[config.mk]
export PLATFORM = sky130hd
export DESIGN_NAME = sync_fifo_stream_flat
export DESIGN_NICKNAME = d
export VERILOG_FILES = /design/src/rtl/sync_fifo_pkg.sv /design/src/rtl/sync_fifo_stream_if.sv /design/src/rtl/sync_fifo_ram.sv /design/src/rtl/sync_fifo_stream.sv /design/src/flat_wrapper.sv
export SDC_FILE = /design/constraint.sdc
export NUM_CORES = 1
export LEC_CHECK = 0
export ABC_AREA = 1
export BUFFER_PORTS_ARGS = -buffer_cell sky130_fd_sc_hd__clkbuf_2
export CAP_MARGIN = 10
export CORE_MARGIN = 5
export CORE_UTILIZATION = 56
export CTS_CLUSTER_DIAMETER = 40
export DETAILED_ROUTE_END_ITERATION = 16
export GPL_TIMING_DRIVEN = 0
export PLACE_DENSITY_LB_ADDON = 0.15
export SETUP_SLACK_MARGIN = 0.1
export SLEW_MARGIN = 20
export SYNTH_ARGS = -nofsm -noshare
export SYNTH_HDL_FRONTEND = slang
export SYNTH_HIERARCHICAL = 1
export SYNTH_SLANG_ARGS = --single-unit
[constraint.sdc]
create_clock -name clk -period 3.05 [get_ports clk]
set_input_delay 0.305 -clock clk [delete_from_list [all_inputs] [get_ports clk]]
set_output_delay 0.305 -clock clk [all_outputs]
set_load 0.05 [all_outputs]
[src/rtl/sync_fifo_pkg.sv]
// sync_fifo_pkg: shared sizing helpers for the synchronous FIFO family
package sync_fifo_pkg;
  localparam int MIN_DEPTH = 2;
  function automatic int clog2(input int v);
    int r = 0;
    while ((1 << r) < v) r++;
    return r;
  endfunction
  // n entries, wraps after n-1 so non-power-of-two sizes work
  function automatic int ptr_inc(input int p, input int n);
    return (p + 1 >= n) ? 0 : p + 1;
  endfunction
endpackage

[src/rtl/sync_fifo_stream_if.sv]
// sync_fifo_stream_if: valid/ready stream bundle
interface sync_fifo_stream_if #(parameter int W = 32);
  logic [W-1:0] data;
  logic valid;
  logic ready;
  modport master (output data, valid, input ready);
  modport slave (input data, valid, output ready);
endinterface

[src/rtl/sync_fifo_ram.sv]
// sync_fifo_ram: W x N storage, registered write, asynchronous read
module sync_fifo_ram #(
  parameter int W = 32,
  parameter int N = 15,
  parameter int AW = 4
) (
  input  logic clk,
  input  logic we,
  input  logic [AW-1:0] waddr,
  input  logic [W-1:0] wdata,
  input  logic [AW-1:0] raddr,
  output logic [W-1:0] rdata
);
  logic [W-1:0] mem [N];
  always_ff @(posedge clk) if (we) mem[waddr] <= wdata;
  assign rdata = mem[raddr];
endmodule

[src/rtl/sync_fifo_stream.sv]
// sync_fifo_stream: FWFT stream FIFO of any DEPTH >= 2 with programmable flags and flush.
// Define SYNC_FIFO_STREAM_HWM_EN to enable the high-water-mark register.
module sync_fifo_stream
  import sync_fifo_pkg::*;
#(
  parameter int W = 32,
  parameter int DEPTH = 16,
  localparam int LW = clog2(DEPTH + 1)
) (
  input  logic clk,
  input  logic rst_n,
  input  logic flush,
  sync_fifo_stream_if.slave in_st,
  sync_fifo_stream_if.master out_st,
  input  logic [LW-1:0] af_thr,
  input  logic [LW-1:0] ae_thr,
  output logic [LW-1:0] level,
  output logic full,
  output logic empty,
  output logic afull,
  output logic aempty,
  output logic [LW-1:0] hwm
);
  localparam int PW = clog2(DEPTH - 1) > 0 ? clog2(DEPTH - 1) : 1;
  logic [PW-1:0] wr_ptr, rd_ptr;
  logic [W-1:0] ram_rdata;
  logic [LW-1:0] lvl_nxt;
  logic clr, push, pop, load, ram_empty, ram_rd, bypass, ram_wr;
  if (DEPTH < MIN_DEPTH) begin : g_depth_chk
    $error("sync_fifo_stream: DEPTH must be >= %0d", MIN_DEPTH);
  end
  assign clr = ~rst_n | flush;
  assign in_st.ready = rst_n & ~full & ~flush;
  assign push = in_st.valid & in_st.ready;
  assign pop = out_st.valid & out_st.ready;
  // the output register is always filled first, so the RAM holds level minus the head entry
  assign ram_empty = level == LW'(out_st.valid);
  assign load = ~out_st.valid | pop;
  assign ram_rd = load & ~ram_empty;
  assign bypass = load & ram_empty & push;
  assign ram_wr = push & ~bypass;
  assign lvl_nxt = clr ? '0 : level + LW'(push) - LW'(pop);
  assign full = level == LW'(DEPTH);
  assign empty = level == '0;
  assign afull = (af_thr > LW'(DEPTH)) | (level >= LW'(DEPTH) - af_thr);
  assign aempty = level <= ae_thr;
  always_ff @(posedge clk) begin
    level <= lvl_nxt;
    rd_ptr <= clr ? '0 : ram_rd ? PW'(ptr_inc(32'(rd_ptr), DEPTH - 1)) : rd_ptr;
    wr_ptr <= clr ? '0 : ram_wr ? PW'(ptr_inc(32'(wr_ptr), DEPTH - 1)) : wr_ptr;
    out_st.valid <= clr ? 1'b0 : load ? (~ram_empty | push) : out_st.valid;
    out_st.data <= !rst_n ? '0 : flush ? out_st.data : ram_rd ? ram_rdata : bypass ? in_st.data : out_st.data;
  end
  sync_fifo_ram #(.W(W), .N(DEPTH - 1), .AW(PW)) u_ram (
    .clk(clk),
    .we(ram_wr),
    .waddr(wr_ptr),
    .wdata(in_st.data),
    .raddr(rd_ptr),
    .rdata(ram_rdata)
  );
`ifdef SYNC_FIFO_STREAM_HWM_EN
  always_ff @(posedge clk) hwm <= clr ? '0 : (lvl_nxt > hwm) ? lvl_nxt : hwm;
`else
  assign hwm = '0;
`endif
`ifndef SYNTHESIS
  // producer must hold valid and data steady while stalled
  logic stall_q;
  logic [W-1:0] data_q;
  always_ff @(posedge clk) begin
    stall_q <= rst_n & ~flush & in_st.valid & ~in_st.ready;
    data_q <= in_st.data;
    if (stall_q && rst_n && !flush && !in_st.valid) $error("sync_fifo_stream: in_valid dropped while stalled");
    if (stall_q && rst_n && !flush && in_st.valid && in_st.data != data_q) $error("sync_fifo_stream: in_data changed while stalled");
  end
`endif
endmodule
[src/flat_wrapper.sv]
// flat-port wrapper written by rule: the top's interface ports become plain ports
module sync_fifo_stream_flat import sync_fifo_pkg::*;
#(
  parameter int W = 32,
  parameter int DEPTH = 16,
  localparam int LW = clog2(DEPTH + 1)
)
  (clk, rst_n, flush, af_thr, ae_thr, level, full, empty, afull, aempty, hwm, in_st_data, in_st_valid, in_st_ready, out_st_data, out_st_valid, out_st_ready);
  sync_fifo_stream_if #(.W(W)) in_st_i ();
  sync_fifo_stream_if #(.W(W)) out_st_i ();
  input  logic clk;
  input  logic rst_n;
  input  logic flush;
  input  logic [LW-1:0] af_thr;
  input  logic [LW-1:0] ae_thr;
  output logic [LW-1:0] level;
  output logic full;
  output logic empty;
  output logic afull;
  output logic aempty;
  output logic [LW-1:0] hwm;
  input wire logic [$bits(in_st_i.data)-1:0] in_st_data;
  input wire logic [$bits(in_st_i.valid)-1:0] in_st_valid;
  output wire logic [$bits(in_st_i.ready)-1:0] in_st_ready;
  output wire logic [$bits(out_st_i.data)-1:0] out_st_data;
  output wire logic [$bits(out_st_i.valid)-1:0] out_st_valid;
  input wire logic [$bits(out_st_i.ready)-1:0] out_st_ready;
  assign in_st_i.data = in_st_data;
  assign in_st_i.valid = in_st_valid;
  assign in_st_ready = in_st_i.ready;
  assign out_st_data = out_st_i.data;
  assign out_st_valid = out_st_i.valid;
  assign out_st_i.ready = out_st_ready;
  sync_fifo_stream #(.W(W), .DEPTH(DEPTH)) u_core (.clk(clk), .rst_n(rst_n), .flush(flush), .in_st(in_st_i), .out_st(out_st_i), .af_thr(af_thr), .ae_thr(ae_thr), .level(level), .full(full), .empty(empty), .afull(afull), .aempty(aempty), .hwm(hwm));
endmodule
==> run summary, run 1 <==
The run finished with clean final reports. TritonCTS built the clock tree. Static timing analysis puts the maximum clock frequency at 0.354 GHz. Summed over its instances, the top area cell type makes up 61.9% of the synthesized netlist area. The final period utilization is 92.6%.

In this run the static leakage power is 0.0119 µW. Entering global routing, the biggest net connects 23 pins. The tools report the final number of max-transition violations as 0. The area fraction in compound gates after synthesis is 0.478%, and the weighted congestion reported at the end of routability-driven placement is 0.854. On the final layout, the worst hold slack is 0.0482 ns.

Synthesis produced 2373 cells. The synthesized netlist devotes 0.188% of its cell area to XOR and XNOR gates. During I/O placement, the number of pins put on the boundary was 95. The setup path with the least slack is of type reg -> reg. On the critical path the largest part of the delay comes from simple AND/OR/NAND/NOR gates.

For the H-tree depth, the log shows 3. Setup repair after global routing could not meet its margin everywhere. Cells fill 67.4% of the core in the end.

The logs give 6 for the number of optimization iterations in the first detailed-route pass and 0 for the total overflow reported by the global router. For this design, the sink count on the clock tree is 526. Between clock sinks in the finished design, the worst skew comes to 0.0180 ns. Setup total negative slack on the finished layout was measured at 0 ns. For the area of the mapped netlist, the log shows 23300 µm². The final layout contains routed wiring with a total length of 68500 µm. For the total area of sequential cells, the log shows 15300 µm². The synthesized-area fraction occupied by and/or/nand/nor cells works out to 25.0%.

In this run the clock root is driven by a clkbuf_16. The logs give 44.1% for the fraction of power consumed by the clock network and 28.4% for the worst relative slew slack. Fill cells in the final layout number 3101. The finished layout holds 3166 standard cells, fillers aside. The delay of the slowest cell on the worst path works out to 0.46 ns.

The share of async-settable or async-resettable flops after synthesis works out to 0%. The floorplan has 74 rows. The number of enable-type register cells in the synthesized netlist works out to 480. The class of the tightest hold or removal check was in -> reg. Measured along the y axis, the die boundary spans 214 µm. The worst setup path is launched from a flip-flop. In the synthesized netlist, mux cells make up 0% of the area. The cell with the largest stage delay on the worst path is dfxtp_1. Diode insertion count for antenna repair: 0.

The largest family of logic cells by synthesized area was simple AND/OR/NAND/NOR gates. For the worst-skew pair, the clock arrives at the later sink with an insertion delay of 0.59 ns. The tools report the DRC violation total after the first TritonRoute iteration as 1764.

The internal power of the cells totals 13800 µW. The clock-pin slew reported for the worst setup and hold paths after clock tree synthesis works out to 0.06 ns. The die area was 45700 µm². The highest net fanout along the worst path is 10.

The detail route stage leaves a number of antenna-violating nets equal to 0. The share of total power dissipated in sequential elements is 42.6%. Across every metal layer, demand over resource in global routing totals 30.0%. Critical path endpoint category: a flip-flop.

The worst-case IR drop observed on VDD is 430 µV. Fraction of the mapped netlist area in adder cells: 1.21%. In the synthesized netlist, the cells that appear most often are 978 x nand2_1, 480 x edfxtp_1, 309 x nand3_1, 239 x inv_1, 121 x nor2_1.

Summing the sequential cell areas from Yosys gives 65.9% of the chip area. The count of buffers added on input and output ports is 88. The signal on the critical path passes through inv_1 > ha_1 > nand2_1 > nor2_2 > nand2_4 > nor2_1 > nor2_2 > nand3_1 > nor2_4 > buf_4. The number of placed instances, taps included, is 3016. The Yosys step of the flow raised 6 warnings. Summed over all nets, the switching power comes to 5080 µW. In the routed layout, each cell is associated on average with a via count of 5.55. The number of hold violations in the final report was 0; the share of post-route cells with drive strength above 1 was 13.8%. The floorplan die width was 214 µm.

The number of distinct standard cells referenced by the synthesized netlist came out at 36. Across all layers, the routed design uses 17.6k vias. The dominant synthesized flop cell was edfxtp_1. The minimum clock period after layout is 2.82 ns, and the area added between synthesis and finish is 18.8%. The placeable core area is 41000 µm².

nand2_1 is the most common cell in the netlist. The worst-margin pin slew was 1.07 ns. The number of max-cap violations came out at 0. Summed over all nets, the half-perimeter wirelength after detailed placement is 44100 µm. In this run, synthesis produced a sequential element count of 526. By area the synthesized netlist is led by edfxtp_1 62%, nand2_1 16%, nand3_1 6.6%.

The endpoint required time on the critical path came out at 3.32 ns. STA puts the critical path data arrival time at 3.10 ns. Setup violations remaining at the end of the flow were counted as 0. For the count of hold buffers inserted by post-cts repair, the log shows 0.

Net switching is 26.9% of the power. The buffer and inverter count on the worst path came out at 2. The tools report the footprint of the multi-input gates as 6420 µm². For this configuration, the core starts out at a cell density of 56.7%.

The number of global-route vias before repair is 17.4k, and the net count of the finished layout is 2647. The synthesized design spends more area on one cell type than any other, namely edfxtp_1. Average cell area after synthesis: 9.81 µm². Dividing the detail-routed wire length by the instance count gives 21.6 µm. The longest clock path from root to sink contains 3 buffers. The first global-routing pass estimated 102000 µm of wire.

Dividing total power by cell area gives a power density of 683 nW/µm². The share of total power dissipated in combinational logic is 13.3%. In the routed design, unresolved DRC markers number 0. By instance count, the cell type seen most on the critical path is nor2_2. The tools report the TritonCTS buffer count as 71. The number of antenna violations at the first check in global routing was 1.
-- metal layers --
metal	vias up	GRT usage [%]	wire, µm
met5	-	0	0
met4	0	14.4	3260
met3	231	6.31	7020
met2	962	49.3	32700
met1	8284	38.5	25500
li1	8109	-	-
-- cell type report --
class	count	share of cell area (%)
flip-flops and latches	526	55.5
inverters	249	3.40
clock inverters	41	1.64
well taps	532	2.41
clock buffers	88	7.03
plain buffers	122	2.64
multi-input cells	1481	23.2
repair buffers	127	4.23
-- tightest hold or removal path, delay by kind of cell --
kind,cells,cell delay (ns)
AND/OR/NAND/NOR,1,0.10
buffers and inverters,1,0.11
AO/OA/AOI/OAI,1,0.08
-- registers in the layout, summed over array words and instances, names as in the netlist --
register / cells
u_core/out_st.valid: 1
u_core/out_st.data: 32
u_core/u_ram/mem: 480
u_core/rd_ptr: 4
u_core/level: 5
u_core/wr_ptr: 4
-- metrics by stage --
step                area (µm²)  total power [µW]  setup WS (ns)
detailed placement       25000             10700         -0.332
global route             27700             19500         0.0608
CTS                      27600             18900         0.0207
global placement         24400             10600          -1.07
finish                   27700             18900          0.225
floorplan                23300              9810         -0.120
-- power groups by stage --
| stage | logic, µW | clock network [µW] | registers [µW] |
|---|---|---|---|
| final | 2520 | 8330 | 8040 |
| after global placement | 2420 | 0 | 8180 |
| after global routing | 2750 | 8710 | 8050 |
| after floorplan | 1340 | 0 | 8470 |
| after detailed placement | 2470 | 0 | 8190 |
| after CTS | 2490 | 8390 | 8040 |
-- logic make-up (layout without fill, tap and decap cells) --
family                   Yosys count  after routing
adder cells (fa/ha/maj)           22             22
AO/OA/AOI/OAI                     20             20
flip-flops                       526            526
AND/OR/NAND/NOR                 1428           1429
XOR/XNOR                           5              5
other                              1              5
buffers and inverters            371            627
-- final timing paths --
path | start | end | slack (ns) | depth (start not counted)
setup reg to reg | u_core/level[2]$_SDFF_PP0_ | u_core/u_ram/mem[14][3]$_DFFE_PP_ | 0.23 | 10
hold reg to reg | u_core/out_st.data[3]$_SDFFE_PN0P_ | u_core/out_st.data[3]$_SDFFE_PN0P_ | 0.51 | 4
hold / removal | in_st_valid | u_core/out_st.valid$_SDFFE_PP0P_ | 0.05 | 3
setup / recovery | u_core/level[2]$_SDFF_PP0_ | u_core/u_ram/mem[14][3]$_DFFE_PP_ | 0.23 | 10
-- what timing repair did --
item                                    in CTS  in global routing
endpoints found under the hold margin        0                  0
resized for setup                            1                  2
endpoints found under the setup margin     405                480
buffers inserted                            20                  0
pin swaps                                   16                  0
gates cloned                                 1                  0
-- cells in the final DEF, fill, tap and decap left out, drive strengths merged, types with 2 or more instances in the layout --
cell type,instances
edfxtp,480
dfxtp,46
clkinv,22
conb,5
clkbuf,200
buf,137
nor2,124
nand4,6
o21ai,5
xor2,2
a21oi,11
nor3,4
clkinvlp,5
nand3,310
xnor2,3
bufinv,7
ha,21
inv,256
nand2,982
Note: power is estimated with default switching activity, not from simulation.
==> run 2, diff against run 1 <==
- CORE_UTILIZATION: 56 -> 58
- CTS_BUF_LIST: default -> sky130_fd_sc_hd__clkbuf_2
==> run 2 against run 1 <==
- sequential share of layout area grew 1.3 points
- routed wire length grew 1.6%
- combinational power grew 3%
- flip-flop and latch count is the same
- cell count grew 4.2%
- clock skew grew 0.084 ns
- non-clock buffer count grew 44
- maximum frequency shrank 0.70%
- hold slack gained 0.10 ns
- register-to-register slack is essentially flat
- worst setup slack lost 0.020 ns
- final area shrank 2.2%
- critical path type is now reg -> out
==> run summary, run 2 (synthesized netlist as in run 1, its figures left out) <==
Power spread over the standard cell area amounts to 577 nW/µm². The tools report the half-perimeter wire length after detailed placement as 45000 µm. The register with the most flip-flops in the final layout is u_core/u_ram/mem. The tools report the final number of max-transition violations as 0. The final route contains 18.2k vias. In the final layout, the registers with the most flip-flops are u_core/u_ram/mem: 480 flops, u_core/out_st.data: 32 flops, u_core/level: 5 flops. No sink is reached through more buffers than the 3 on the longest clock path.

Family with the most delay on the worst path: compound AO/OA/AOI/OAI gates. Once layout is complete, the utilization of the core stands at 68.1%. The DRC violation total after the first TritonRoute iteration was 2146; the worst relative slew slack was 26.2%. Final hold analysis gives a worst-case slack of 0.153 ns. The run gives 95 as the top-level port count. Setup repair after global routing left no endpoint under its margin.

The standard-cell row count was 73. The number of max-cap violations came out at 0. The endpoint identified for the worst register-to-register timing path is u_core/u_ram/mem[13][2]$_DFFE_PP_.

The worst hold path begins at rst_n. For this design the static power due to leakage is 0.0119 µW. The critical path class was reg -> out. Latest clock arrival within the worst-skew pair: 1.09 ns.

Leaving out fill and tap cells, the most frequent cells in the layout are 978 x nand2_1, 480 x edfxtp_1, 308 x nand3_1, 270 x clkbuf_2, 239 x inv_1. The slowest stage of the critical path is the dfxtp_4 cell. After layout, the minimum clock period comes to 2.84 ns. The share of post-route cells with drive strength above 1 was 16.6%; the worst-margin pin slew was 1.11 ns. The reg-to-reg setup timing slack is 0.24 ns, and the number of hold violations in the final report is 0. For the weighted congestion reported at the end of routability-driven placement, the log shows 0.876.

Setup violations remaining at the end of the flow were counted as 0. The clock tree synthesis step divided the H-tree into 4 levels. The delay of the slowest cell on the worst path came out at 0.41 ns. The flow ran to the end, and the final reports show no timing, DRC or antenna violations. The signal on the critical path passes through ha_1 > a21oi_1 > o221ai_1 > o21ai_0 > clkbuf_2. The detailed-route vias per instance came out at 5.51. The tools report the hold path endpoint as u_core/out_st.data[14]$_SDFFE_PN0P_. The tools report the worst reg2reg path startpoint as u_core/level[3]$_SDFF_PP0_.

The total overflow reported by the global router is 0. The cell at the root of the clock tree was clkbuf_2. For the final database, setup skew stands at 0.102 ns. The class of the tightest hold or removal check is in -> reg. Number of optimization iterations in the first detailed-route pass: 6. Commonest non-fill, non-tap cell in the layout: nand2_1. The clock-pin slew reported for the worst setup and hold paths after clock tree synthesis was 0.13 ns; the number of cells on the worst hold path was 4.

The worst-case vdd ir drop is 372 µV, and the all-layer global routing usage is 31.3%. Relative to the synthesized area, the layout overhead comes to 16.2%. The first global-routing pass estimated 103000 µm of wire. The number of global-route vias before repair is 18.1k, and the net count of the finished layout is 2752. Measured along the x axis, the die boundary spans 210 µm. The register with the most flip-flops in the layout has 480 of them. In the routed design, unresolved DRC markers number 0. In the final routed layout, each cell accounts on average for 21.1 µm. Maximum clock frequency: 0.352 GHz. The number of antenna violations at the first check in global routing is 2, and the count of buffers inserted at the top-level ports is 88. The TritonCTS buffer count came out at 132. The detail route stage leaves a number of antenna-violating nets equal to 0.

For the effective utilization at floorplan, the log shows 58.6%. Critical path endpoint category: an output pin. The pin count of the biggest net entering global routing was 23.

Measured in cells, the most critical reg-to-reg path has a length of 10. Data on the critical path arrives at its endpoint at 2.54 ns. The tools report the endpoint required time on the critical path as 2.74 ns. The region available for standard cell placement spans 39700 µm².

The type of origin of the critical path was a flip-flop. TritonCTS built the clock tree. In the finished design, the share of the clock period the worst path needs comes to 93.3%. The buffer and inverter count on the worst path was 1; the sum of routed wire length over all layers was 69600 µm.

The die area came out at 44200 µm². The die height is 210 µm, and the highest net fanout along the worst path is 6. CTS sink count: 526.
==> run 2: cell types whose count changed in the layout (fill, tap and decap cells not counted), moves of 6 or more <==
cell / delta
clkinv_2: -6
buf_16: +9
inv_6: -7
clkbuf_16: -74
buf_12: -9
clkinv_1: +18
dlygate4sd3_1: +40
clkbuf_2: +182
clkbuf_1: -10
==> run 2: stage by stage <==
stage	area, µm²	total power (µW)	instances	worst slack [ns]	setup TNS, ns
2_1_floorplan	23300	9810	2377	-0.120	-42.20
4_1_cts	27000	15600	3298	0.105	0
6_report	27000	15600	3299	0.205	0
3_5_place_dp	25200	10700	3015	-0.363	-36.84
3_3_place_gp	24400	10600	2990	-1.14	-405.76
5_1_grt	27000	16300	3299	0.108	0
==> run 2: final cells by class <==
cell class                      instances  area [µm²]
Buffer                                122         729
Clock inverter                         41         335
Multi-Input combinational cell       1481        6430
Inverter                              249         940
Tap cell                              525         657
Antenna cell                            1        2.50
Timing Repair Buffer                  171        1680
Clock buffer                          183         916
Fill cell                            3072       12700
Sequential cell                       526       15300
==> run 2: timing repair <==
action | in CTS | in global routing
buffers inserted | 18 | 0
resized for setup | 8 | 6
pin swaps | 16 | 0
endpoints found under the hold margin | 526 | 0
hold buffers | 40 | 0
gates cloned | 1 | 0
setup endpoints to repair | 382 | 123
==> run 2: report_power, final <==
part	switching, µW	leakage [µW]	total [µW]	internal, µW
Sequential	66.6	0.00470	8020	7960
Clock	2840	0.000914	4960	2130
Combinational	1890	0.00631	2600	712
Total	4800	0.0119	15600	10800
==> run 2: per-layer routing <==
metal  GRT usage, %  share of wire, %
met5              0             0.017
met4           16.2               5.5
met3           8.29                12
met2           50.7                47
met1           39.1                36
==> run 2: worst max-delay path by stage <==
stage                                                    end                        from  slack [ns]  depth (start not counted)
final                                                 aempty  u_core/level[4]$_SDFF_PP0_        0.21                          5
after global routing      u_core/u_ram/mem[13][23]$_DFFE_PP_  u_core/level[2]$_SDFF_PP0_        0.11                         10
after CTS                                              afull  u_core/level[3]$_SDFF_PP0_        0.10                          5
after detailed placement   u_core/u_ram/mem[12][0]$_DFFE_PP_  u_core/level[2]$_SDFF_PP0_       -0.36                          9
after global placement     u_core/u_ram/mem[3][23]$_DFFE_PP_  u_core/level[2]$_SDFF_PP0_       -1.14                          9
after floorplan             u_core/u_ram/mem[7][0]$_DFFE_PP_  u_core/level[2]$_SDFF_PP0_       -0.12                          9
==> run 2: worst register-to-register path: cells and delay by family (launching register included) <==
kind,cells,cell delay (ns)
adder cells (fa/ha/maj),1,0.21
buffers and inverters,2,0.33
flip-flops,1,0.43
AND/OR/NAND/NOR,7,1.48
==> run 3, diff against run 2 <==
- CORE_ASPECT_RATIO: default -> 0.7
==> run 3 against run 2 <==
- flip-flop and latch count did not move
- clock skew shrank 0.013 ns
- critical path depth increased by 5
- largest power group unchanged
- cell count rose by 0.12%
==> run summary, run 3 (synthesized netlist as in run 1, its figures left out) <==
The smallest clock period supported by the final layout is computed as 2.89 ns. Of the cells placed in the final design, the portion with a size suffix greater than 1 is 16.0%. For the post-route non-filler standard cell count, the log shows 3303. The delay of the slowest cell on the worst path is 0.90 ns. The run gives 3 as the maximum number of buffers from clock root to sink. Detailed placement ended at an HPWL of 44700 µm. Wires add up to 68400 µm. Die height: 178 µm.

The worst pin sits at a relative slew slack of 22.4%. Fill cells in the final layout number 3105. The multi-input combinational cells in the finished layout cover a total of 6410 µm².

The signal on the critical path passes through buf_2 > buf_2 > buf_1 > nand3_1 > nand3_1 > nand2_1 > nand3_1 > nand2_1 > nor2_1 > nor2_1. Setup repair after global routing left no endpoint under its margin. Area added between synthesis and finish: 15.1%. TritonCTS built the clock tree.

The TritonCTS buffer count was 120; the number of flip-flops in the largest register was 480. The worst path arrival time was 3.82 ns. Timing startpoint of the critical path: u_core/rd_ptr[2]$_SDFFE_PP0P_. Summing all flip-flop and latch instances after layout gives 15300 µm².

Between clock sinks in the finished design, the worst skew comes to 0.0893 ns. The count of buffers inserted at the top-level ports was 88. The initial utilization of the core area, before any placement, comes to 58.6%. VDD sags by at most 481 µV. After layout, the worst path uses 94.7% of the clock period.

In the routed layout, each cell is associated on average with a via count of 5.49. The CTS sink count was 526. The tools report the critical path endpoint category as a flip-flop. In the routed design, unresolved DRC markers number 0.

The tool flagged a number of max-cap violations equal to 0. In this run, placement finished with an instance count of 3021. The largest registers in the layout are u_core/u_ram/mem: 480 flops, u_core/out_st.data: 32 flops, u_core/level: 5 flops.

The logs give 3 for the H-tree depth and 39700 µm² for the placeable core area. Setup total negative slack on the finished layout was measured at 0 ns. In this run the critical register-to-register path is launched from u_core/rd_ptr[2]$_SDFFE_PP0P_. DRC violation total after the first TritonRoute iteration: 2198. The clock-pin slew reported for the worst setup and hold paths after clock tree synthesis works out to 0.11 ns.

The flow ran to the end, and the final reports show no timing, DRC or antenna violations. The cell at the root of the clock tree was clkbuf_2. After detailed routing, the average wire length per cell comes to 20.7 µm.

At the later pin of the worst-skew pair, clock insertion delay measures 1.09 ns. Total overflow reported by the global router: 0. The run gives 8 as the number of optimization iterations in the first detailed-route pass. The cell with the largest stage delay on the worst path is buf_1. The final route contains 18.1k vias. The logs give 0 for the final number of max-transition violations and 17.6k for the number of global-route vias before repair. The register with the most flip-flops in the final layout is u_core/u_ram/mem.

The net count of the finished layout is 2735. The critical path class was reg -> reg. The worst hold path begins at rst_n.

The library cells used most frequently in the layout, excluding fill and tap cells, are 978 x nand2_1, 480 x edfxtp_1, 308 x nand3_1, 268 x clkbuf_2, 239 x inv_1. The first global-routing pass estimated 102000 µm of wire. From left edge to right edge, the die measures 249 µm. The type of origin of the critical path was a flip-flop. The commonest non-fill, non-tap cell in the layout is nand2_1. The run gives 0 as the total setup violations reported at the end of the flow. STA puts the critical path data required time at 3.99 ns. For this design the static power due to leakage is 0.0118 µW.

After floorplanning, the core was divided into 61 placement rows. Along the worst path, the maximum fanout reaches 10. The pin count of the biggest net entering global routing came out at 23.

The most frequent cell on the critical path was nand3_1. The die area is 44300 µm². The tools report the slack of the critical path as 0.161 ns. The number of antenna violations at the first check in global routing is 2.

At the pin with the least slew margin, the transition time is 1.16 ns. The number of routed nets with antenna violations was 0. The all-layer global routing usage is 30.7%.

The path class of the tightest hold or removal check is in -> reg. The worst setup timing slack at the placement stage was -0.242 ns; the number of hold violations in the final report was 0. The weighted congestion reported at the end of routability-driven placement was 0.907; the top-level port count was 95. Derived from the worst setup path, the maximum achievable clock frequency is 0.346 GHz.

Power density over the cells: 567 nW/µm².
==> run 3: cell count changes in the layout (fill, tap and decap cells not counted), sizes merged <==
cell      change
clkbuf        +1
bufinv        -3
clkinv       +12
inv           -2
buf           -9
nor2          -1
clkinvlp      -4
==> run 3: worst max-delay path, delay by kind of cell (launching register included) <==
| kind | cells | cell delay (ns) |
|---|---|---|
| buffers and inverters | 3 | 1.58 |
| flip-flops | 1 | 0.47 |
| AND/OR/NAND/NOR | 7 | 0.75 |
==> run 3: timing repair <==
item | in CTS | in global routing
endpoints found under the setup margin | 317 | 100
pin swaps | 8 | 2
endpoints found under the hold margin | 526 | 0
gates cloned | 0 | 0
buffers inserted | 13 | 5
resized for setup | 4 | 13
hold buffers | 40 | 0
==> run 3: layout make-up <==
cell class                      count  share of cell area (%)
Sequential cell                   526                    57.3
Clock inverter                     44                   0.929
Buffer                            122                    2.78
Antenna cell                        1                 0.00934
Multi-Input combinational cell   1480                    23.9
Clock buffer                      179                    3.34
Inverter                          249                    3.51
Timing Repair Buffer              167                    5.77
Tap cell                          535                    2.50
==> run 3: report_power, final <==
part           internal (µW)  total, µW  switching [µW]
Combinational            711       2590            1880
Sequential              7960       8030            71.9
Clock                   1830       4580            2750
Total                  10500      15200            4700
==> run 3: per-stage QoR <==
stage               hold slack, ns  util (%)  cell area, µm²  total power [µW]
floorplan                    0.404         -           23300              9810
global placement             0.498      61.6           24500             10600
detailed placement           0.499      63.1           25000             10700
CTS                         0.0762      67.3           26700             15200
global route                0.0995      67.5           26800             15900
finish                       0.156      67.5           26800             15200
==> run 3: final timing paths <==
check	slack (ns)	end	cells past startpoint
setup / recovery	0.16	u_core/out_st.data[6]$_SDFFE_PN0P_	10
hold / removal	0.16	u_core/out_st.data[15]$_SDFFE_PN0P_	4
setup reg to reg	0.16	u_core/out_st.data[6]$_SDFFE_PN0P_	10
hold reg to reg	0.52	u_core/out_st.data[27]$_SDFFE_PN0P_	4
==> run 3: layer usage <==
metal | GRT usage, % | wire length (µm) | vias up
met5 | 0 | 12 | -
met4 | 12.3 | 2590 | 2
met3 | 8.23 | 9220 | 188
met2 | 48.2 | 30600 | 1190
met1 | 41.4 | 26000 | 8413
li1 | - | - | 8356
